### src/rtl/bfly_pkg.sv
// Shared widths, sample types and the round/saturate helper for the radix-2 butterfly stage.
package bfly_pkg;

    localparam int unsigned SIG   = 1;
    localparam int unsigned INT   = 3;
    localparam int unsigned FLT   = 6;
    localparam int unsigned WIDTH = SIG + INT + FLT;

    typedef logic signed [WIDTH-1:0] sample_t;
    typedef logic signed [WIDTH:0]   wide_t;

    localparam sample_t SAT_MAX = sample_t'((1 << (WIDTH - 1)) - 1);

    typedef struct packed {
        logic    ovf;
        sample_t val;
    } scaled_t;

    // Round half up, then halve. Only the positive side can exceed the output range.
    function automatic scaled_t round_sat(wide_t x);
        logic signed [WIDTH+1:0] r;
        scaled_t                 res;
        r       = (WIDTH + 2)'(x);
        r       = (r + (WIDTH + 2)'(1)) >>> 1;
        res.ovf = r > (WIDTH + 2)'(SAT_MAX);
        res.val = res.ovf ? SAT_MAX : r[WIDTH-1:0];
        return res;
    endfunction

endpackage

### src/rtl/bfly_lane.sv
// One complex butterfly lane: full-precision add/sub feeding S1, and the
// post-processing (pass-through or round/saturate) applied to the S1 values.
module bfly_lane
    import bfly_pkg::*;
#(
    parameter bit           SCALE = 1'b0,
    localparam int unsigned OUT_W = SCALE ? WIDTH : WIDTH + 1
) (
    input  sample_t                 din1_re,
    input  sample_t                 din1_im,
    input  sample_t                 din2_re,
    input  sample_t                 din2_im,
    output wide_t                   sum_re,
    output wide_t                   sum_im,
    output wide_t                   diff_re,
    output wide_t                   diff_im,
    input  wide_t                   s1_sum_re,
    input  wide_t                   s1_sum_im,
    input  wide_t                   s1_diff_re,
    input  wide_t                   s1_diff_im,
    output logic signed [OUT_W-1:0] post_sum_re,
    output logic signed [OUT_W-1:0] post_sum_im,
    output logic signed [OUT_W-1:0] post_diff_re,
    output logic signed [OUT_W-1:0] post_diff_im,
    output logic                    ovf
);

    assign sum_re  = wide_t'(din2_re) + wide_t'(din1_re);
    assign sum_im  = wide_t'(din2_im) + wide_t'(din1_im);
    assign diff_re = wide_t'(din2_re) - wide_t'(din1_re);
    assign diff_im = wide_t'(din2_im) - wide_t'(din1_im);

    if (SCALE) begin : g_scale
        scaled_t r_sum_re, r_sum_im, r_diff_re, r_diff_im;

        assign r_sum_re  = round_sat(s1_sum_re);
        assign r_sum_im  = round_sat(s1_sum_im);
        assign r_diff_re = round_sat(s1_diff_re);
        assign r_diff_im = round_sat(s1_diff_im);

        assign post_sum_re  = r_sum_re.val;
        assign post_sum_im  = r_sum_im.val;
        assign post_diff_re = r_diff_re.val;
        assign post_diff_im = r_diff_im.val;

        assign ovf = r_sum_re.ovf | r_sum_im.ovf | r_diff_re.ovf | r_diff_im.ovf;
    end else begin : g_full
        assign post_sum_re  = s1_sum_re;
        assign post_sum_im  = s1_sum_im;
        assign post_diff_re = s1_diff_re;
        assign post_diff_im = s1_diff_im;
        assign ovf          = 1'b0;
    end

endmodule

### src/rtl/bfly_add_pipe.sv
// Two-stage pipelined radix-2 butterfly add/sub over LANES complex lanes with
// valid/ready flow control and a sticky saturation flag.
module bfly_add_pipe
    import bfly_pkg::*;
#(
    parameter int unsigned  LANES = 16,
    parameter bit           SCALE = 1'b0,
    localparam int unsigned OUT_W = SCALE ? WIDTH : WIDTH + 1
) (
    input  logic                    clk,
    input  logic                    rstn,
    input  logic                    in_valid,
    output logic                    in_ready,
    input  sample_t                 din1_re  [LANES],
    input  sample_t                 din1_im  [LANES],
    input  sample_t                 din2_re  [LANES],
    input  sample_t                 din2_im  [LANES],
    output logic                    out_valid,
    input  logic                    out_ready,
    output logic signed [OUT_W-1:0] dout1_re [LANES],
    output logic signed [OUT_W-1:0] dout1_im [LANES],
    output logic signed [OUT_W-1:0] dout2_re [LANES],
    output logic signed [OUT_W-1:0] dout2_im [LANES],
    output logic                    ovf_sticky,
    input  logic                    ovf_clr
);

    logic v1_q, v2_q, ovf_q;
    logic en1, en2;

    wide_t s1_sum_re_q  [LANES];
    wide_t s1_sum_im_q  [LANES];
    wide_t s1_diff_re_q [LANES];
    wide_t s1_diff_im_q [LANES];

    wide_t sum_re  [LANES];
    wide_t sum_im  [LANES];
    wide_t diff_re [LANES];
    wide_t diff_im [LANES];

    logic signed [OUT_W-1:0] post_sum_re  [LANES];
    logic signed [OUT_W-1:0] post_sum_im  [LANES];
    logic signed [OUT_W-1:0] post_diff_re [LANES];
    logic signed [OUT_W-1:0] post_diff_im [LANES];
    logic [LANES-1:0]        lane_ovf;

    // Each stage advances when it is empty or the stage after it is advancing.
    assign en2       = !v2_q || out_ready;
    assign en1       = !v1_q || en2;
    assign in_ready  = en1;
    assign out_valid = v2_q;

    for (genvar l = 0; l < LANES; l++) begin : g_lane
        bfly_lane #(
            .SCALE (SCALE)
        ) u_lane (
            .din1_re      (din1_re[l]),
            .din1_im      (din1_im[l]),
            .din2_re      (din2_re[l]),
            .din2_im      (din2_im[l]),
            .sum_re       (sum_re[l]),
            .sum_im       (sum_im[l]),
            .diff_re      (diff_re[l]),
            .diff_im      (diff_im[l]),
            .s1_sum_re    (s1_sum_re_q[l]),
            .s1_sum_im    (s1_sum_im_q[l]),
            .s1_diff_re   (s1_diff_re_q[l]),
            .s1_diff_im   (s1_diff_im_q[l]),
            .post_sum_re  (post_sum_re[l]),
            .post_sum_im  (post_sum_im[l]),
            .post_diff_re (post_diff_re[l]),
            .post_diff_im (post_diff_im[l]),
            .ovf          (lane_ovf[l])
        );
    end

    always_ff @(posedge clk) begin
        if (!rstn) begin
            v1_q  <= 1'b0;
            v2_q  <= 1'b0;
            ovf_q <= 1'b0;
            for (int l = 0; l < LANES; l++) begin
                s1_sum_re_q[l]  <= '0;
                s1_sum_im_q[l]  <= '0;
                s1_diff_re_q[l] <= '0;
                s1_diff_im_q[l] <= '0;
                dout1_re[l]     <= '0;
                dout1_im[l]     <= '0;
                dout2_re[l]     <= '0;
                dout2_im[l]     <= '0;
            end
        end else begin
            if (en1) begin
                v1_q <= in_valid;
                if (in_valid) begin
                    for (int l = 0; l < LANES; l++) begin
                        s1_sum_re_q[l]  <= sum_re[l];
                        s1_sum_im_q[l]  <= sum_im[l];
                        s1_diff_re_q[l] <= diff_re[l];
                        s1_diff_im_q[l] <= diff_im[l];
                    end
                end
            end
            if (en2) begin
                v2_q <= v1_q;
                if (v1_q) begin
                    for (int l = 0; l < LANES; l++) begin
                        dout1_re[l] <= post_sum_re[l];
                        dout1_im[l] <= post_sum_im[l];
                        dout2_re[l] <= post_diff_re[l];
                        dout2_im[l] <= post_diff_im[l];
                    end
                end
            end
            // A saturating beat landing in S2 beats a concurrent clear.
            if (SCALE && en2 && v1_q && (|lane_ovf)) begin
                ovf_q <= 1'b1;
            end else if (ovf_clr) begin
                ovf_q <= 1'b0;
            end
        end
    end

    assign ovf_sticky = SCALE ? ovf_q : 1'b0;

endmodule

### config.mk
export PLATFORM = sky130hd
export DESIGN_NAME = bfly_add_pipe
export DESIGN_NICKNAME = d
export VERILOG_FILES = /design/src/rtl/bfly_pkg.sv /design/src/rtl/bfly_lane.sv /design/src/rtl/bfly_add_pipe.sv
export SDC_FILE = /design/constraint.sdc
export NUM_CORES = 2
export LEC_CHECK = 0
export ABC_AREA = 1
export BUFFER_PORTS_ARGS = -buffer_cell sky130_fd_sc_hd__buf_2
export CORE_AREA = 2 2 635 637
export DETAILED_ROUTE_END_ITERATION = 8
export DIE_AREA = 0 0 637 639
export PLACE_DENSITY = 0.38
export SYNTH_ARGS = -nofsm -noshare
export SYNTH_HDL_FRONTEND = slang
export SYNTH_HIERARCHICAL = 1
export SYNTH_SLANG_ARGS = --single-unit
### constraint.sdc
create_clock -name clk -period 43.3 [get_ports clk]
set_input_delay 2.165 -clock clk [delete_from_list [all_inputs] [get_ports clk]]
set_output_delay 2.165 -clock clk [all_outputs]
set_load 0.02 [all_outputs]
==> qor.txt <==
status -> complete, no violations
Worst setup SP type -> primary input
worst vdd ir -> 0.03085 mV
core box area -> 0.4009 mm^2
postcts setup bufs -> 0
first-pass GRT wire length -> 534,300 um
full die area -> 0.4070 mm^2
Die W -> 637 um
initial DRC count -> 4,655
via count -> 83,551
worst hold-check path type -> flop to flop
post-place setup slack -> 35.89 ns
commonest cells after routing, fill and taps aside -> 3,109 x nand2_1, 2,539 x inv_1, 1,770 x nor2_1
crit path buf inv count -> 8
fmax -> 0.1555 GHz
Sink Count -> 1,410
Final Hold Violating Endpoints -> 0
largest fanout on the critical path -> 145
Max-cap violations -> 0
IO Count -> 1,352
Crit path max-delay family -> buffers and inverters
Row Count -> 233
CP endpoint kind -> flop
Leak -> 59.06 nW
Pre-antenna DRT Iters -> 8
Final Cycle Share -> 14.85%
post-route setup slack -> 36.87 ns
Min-Delay Path Depth -> 2
WP data arrival -> 7.20 ns
Util after Layout -> 27.65%
clock tree buffer depth -> 4
vias per cell -> 4.229
CTS root buffer -> clkbuf_16
post-route ant nets -> 0
relative slew slack -> 30.39%
CTS HTree Levels -> 4
initial antenna violation count -> 185
largest net degree at the start of global routing -> 172
global route overflow -> 0
number of global-route vias before repair -> 80,803
mean area per synthesized cell -> 7.091 um^2
kind of critical path -> primary input to flop
placer congestion estimate -> 0.8847
worst skew pair latency -> 0.90 ns
most common cell after layout, fill and taps aside -> nand2_1
Num CTS Buffers -> 193
Post-layout nets -> 15,614
dpl hpwl -> 282,100 um
post-cts resize count -> 0
Crit path depth -> 12
Initial Util -> 24.80%
worst-path cell chain -> buf_2 -> inv_1 -> nand2_8 -> buf_4 -> buf_12 -> buf_4 -> buf_4 -> buf_4 -> buf_4 -> nand3_1 -> nand2_1 -> nor2_1
R2R cell count -> 8
# hold bufs at CTS -> 0
I/O Buffers -> 1,349
Synth Warn # -> 6
setup TNS -> 0 ns
CP peak stage delay -> 0.69 ns
synthesis-to-layout area growth -> 11.49%
Critical-path top delay cell -> buf_4
RSZ-0062 raised after global routing -> no
DRC errors left -> 0
hold slack -> 0.4698 ns
final WL -> 363,700 um
TritonCTS clock tree -> done
share of layout cells above drive strength 1 -> 14.33%
Max Slew Vio Count -> 0
Req. time, crit path -> 44.07 ns
Wirelength per Cell -> 18.41 um
Worst-Margin Slew -> 1.044 ns
clk_skew -> 0.04414 ns
total track usage -> 17.23%
final setup vio count -> 0
power per cell area -> 37.88 mW/mm^2
cells after synthesis -> 14,022
crit-path most repeated cell -> buf_4
Clock transition at path regs -> 0.06 ns
synthesized area -> 0.09943 mm^2
post-synthesis net count -> 15,371
die height -> 639 um
final worst path period need -> 6.429 ns
==> metrics by stage <==
stage          instance area, um^2  total power [W]  instances
2_1_floorplan                99430         0.002398      14022
3_3_place_gp                104400         0.002613      19357
3_5_place_dp                104400         0.002609      19357
4_1_cts                     110700         0.004290      19714
5_1_grt                     110800         0.004454      19729
6_report                    110900         0.004199      19756
==> worst min-delay path: cells and delay by family (launching register included) <==
| family | cells | cell delay (ns) |
|---|---|---|
| DFF | 1 | 0.32 |
| AOI/OAI and AO/OA | 1 | 0.04 |
| and+or+nand+nor | 1 | 0.08 |
==> final timing paths <==
kind,start,to,slack (ns)
worst max-delay path,out_ready,dout2_re[76]$_SDFFE_PN0P_,36.87
worst min-delay path,dout1_im[76]$_SDFFE_PN0P_,dout1_im[76]$_SDFFE_PN0P_,0.47
worst max register to register,v1_q$_SDFFE_PN0P_,s1_sum_re_q[0][73]$_SDFFCE_PN0P_,37.75
worst min register to register,dout1_im[76]$_SDFFE_PN0P_,dout1_im[76]$_SDFFE_PN0P_,0.47
==> flip-flops by register name, indices dropped and copies added (netlist names) <==
name,flops
dout1_im,176
dout1_re,176
dout2_im,176
dout2_re,176
s1_diff_im_q,176
s1_diff_re_q,176
s1_sum_im_q,176
s1_sum_re_q,176
out_valid,1
v1_q,1
==> metal layers <==
| metal | global-route usage, % | vias to the layer above | part of all wire (%) |
|---|---|---|---|
| li1 | - | 42841 | - |
| met1 | 21.45 | 38295 | 43 |
| met2 | 29.77 | 1717 | 48 |
| met3 | 3.627 | 612 | 5.7 |
| met4 | 4.975 | 86 | 3.2 |
| met5 | 0 | - | 0.16 |
==> report_power, final <==
group,internal [W],switching (W),total (W)
logic,0.000312,0.000659,0.000972
clock network,0.000961,0.000675,0.00164
registers,0.00154,0.0000537,0.00159
total,0.00281,0.00139,0.00420
==> layout make-up <==
cell class | count | area (um^2)
Timing Repair Buffer | 1416 | 7377
Tap cell | 5287 | 6615
Sequential cell | 1410 | 35280
Multi-Input combinational cell | 8612 | 45220
Fill cell | 45193 | 290000
Inverter | 2632 | 9879
Antenna cell | 42 | 105.1
Clock inverter | 74 | 765.7
Clock buffer | 283 | 5608
No activity file was read; power rests on OpenSTA's default activity.
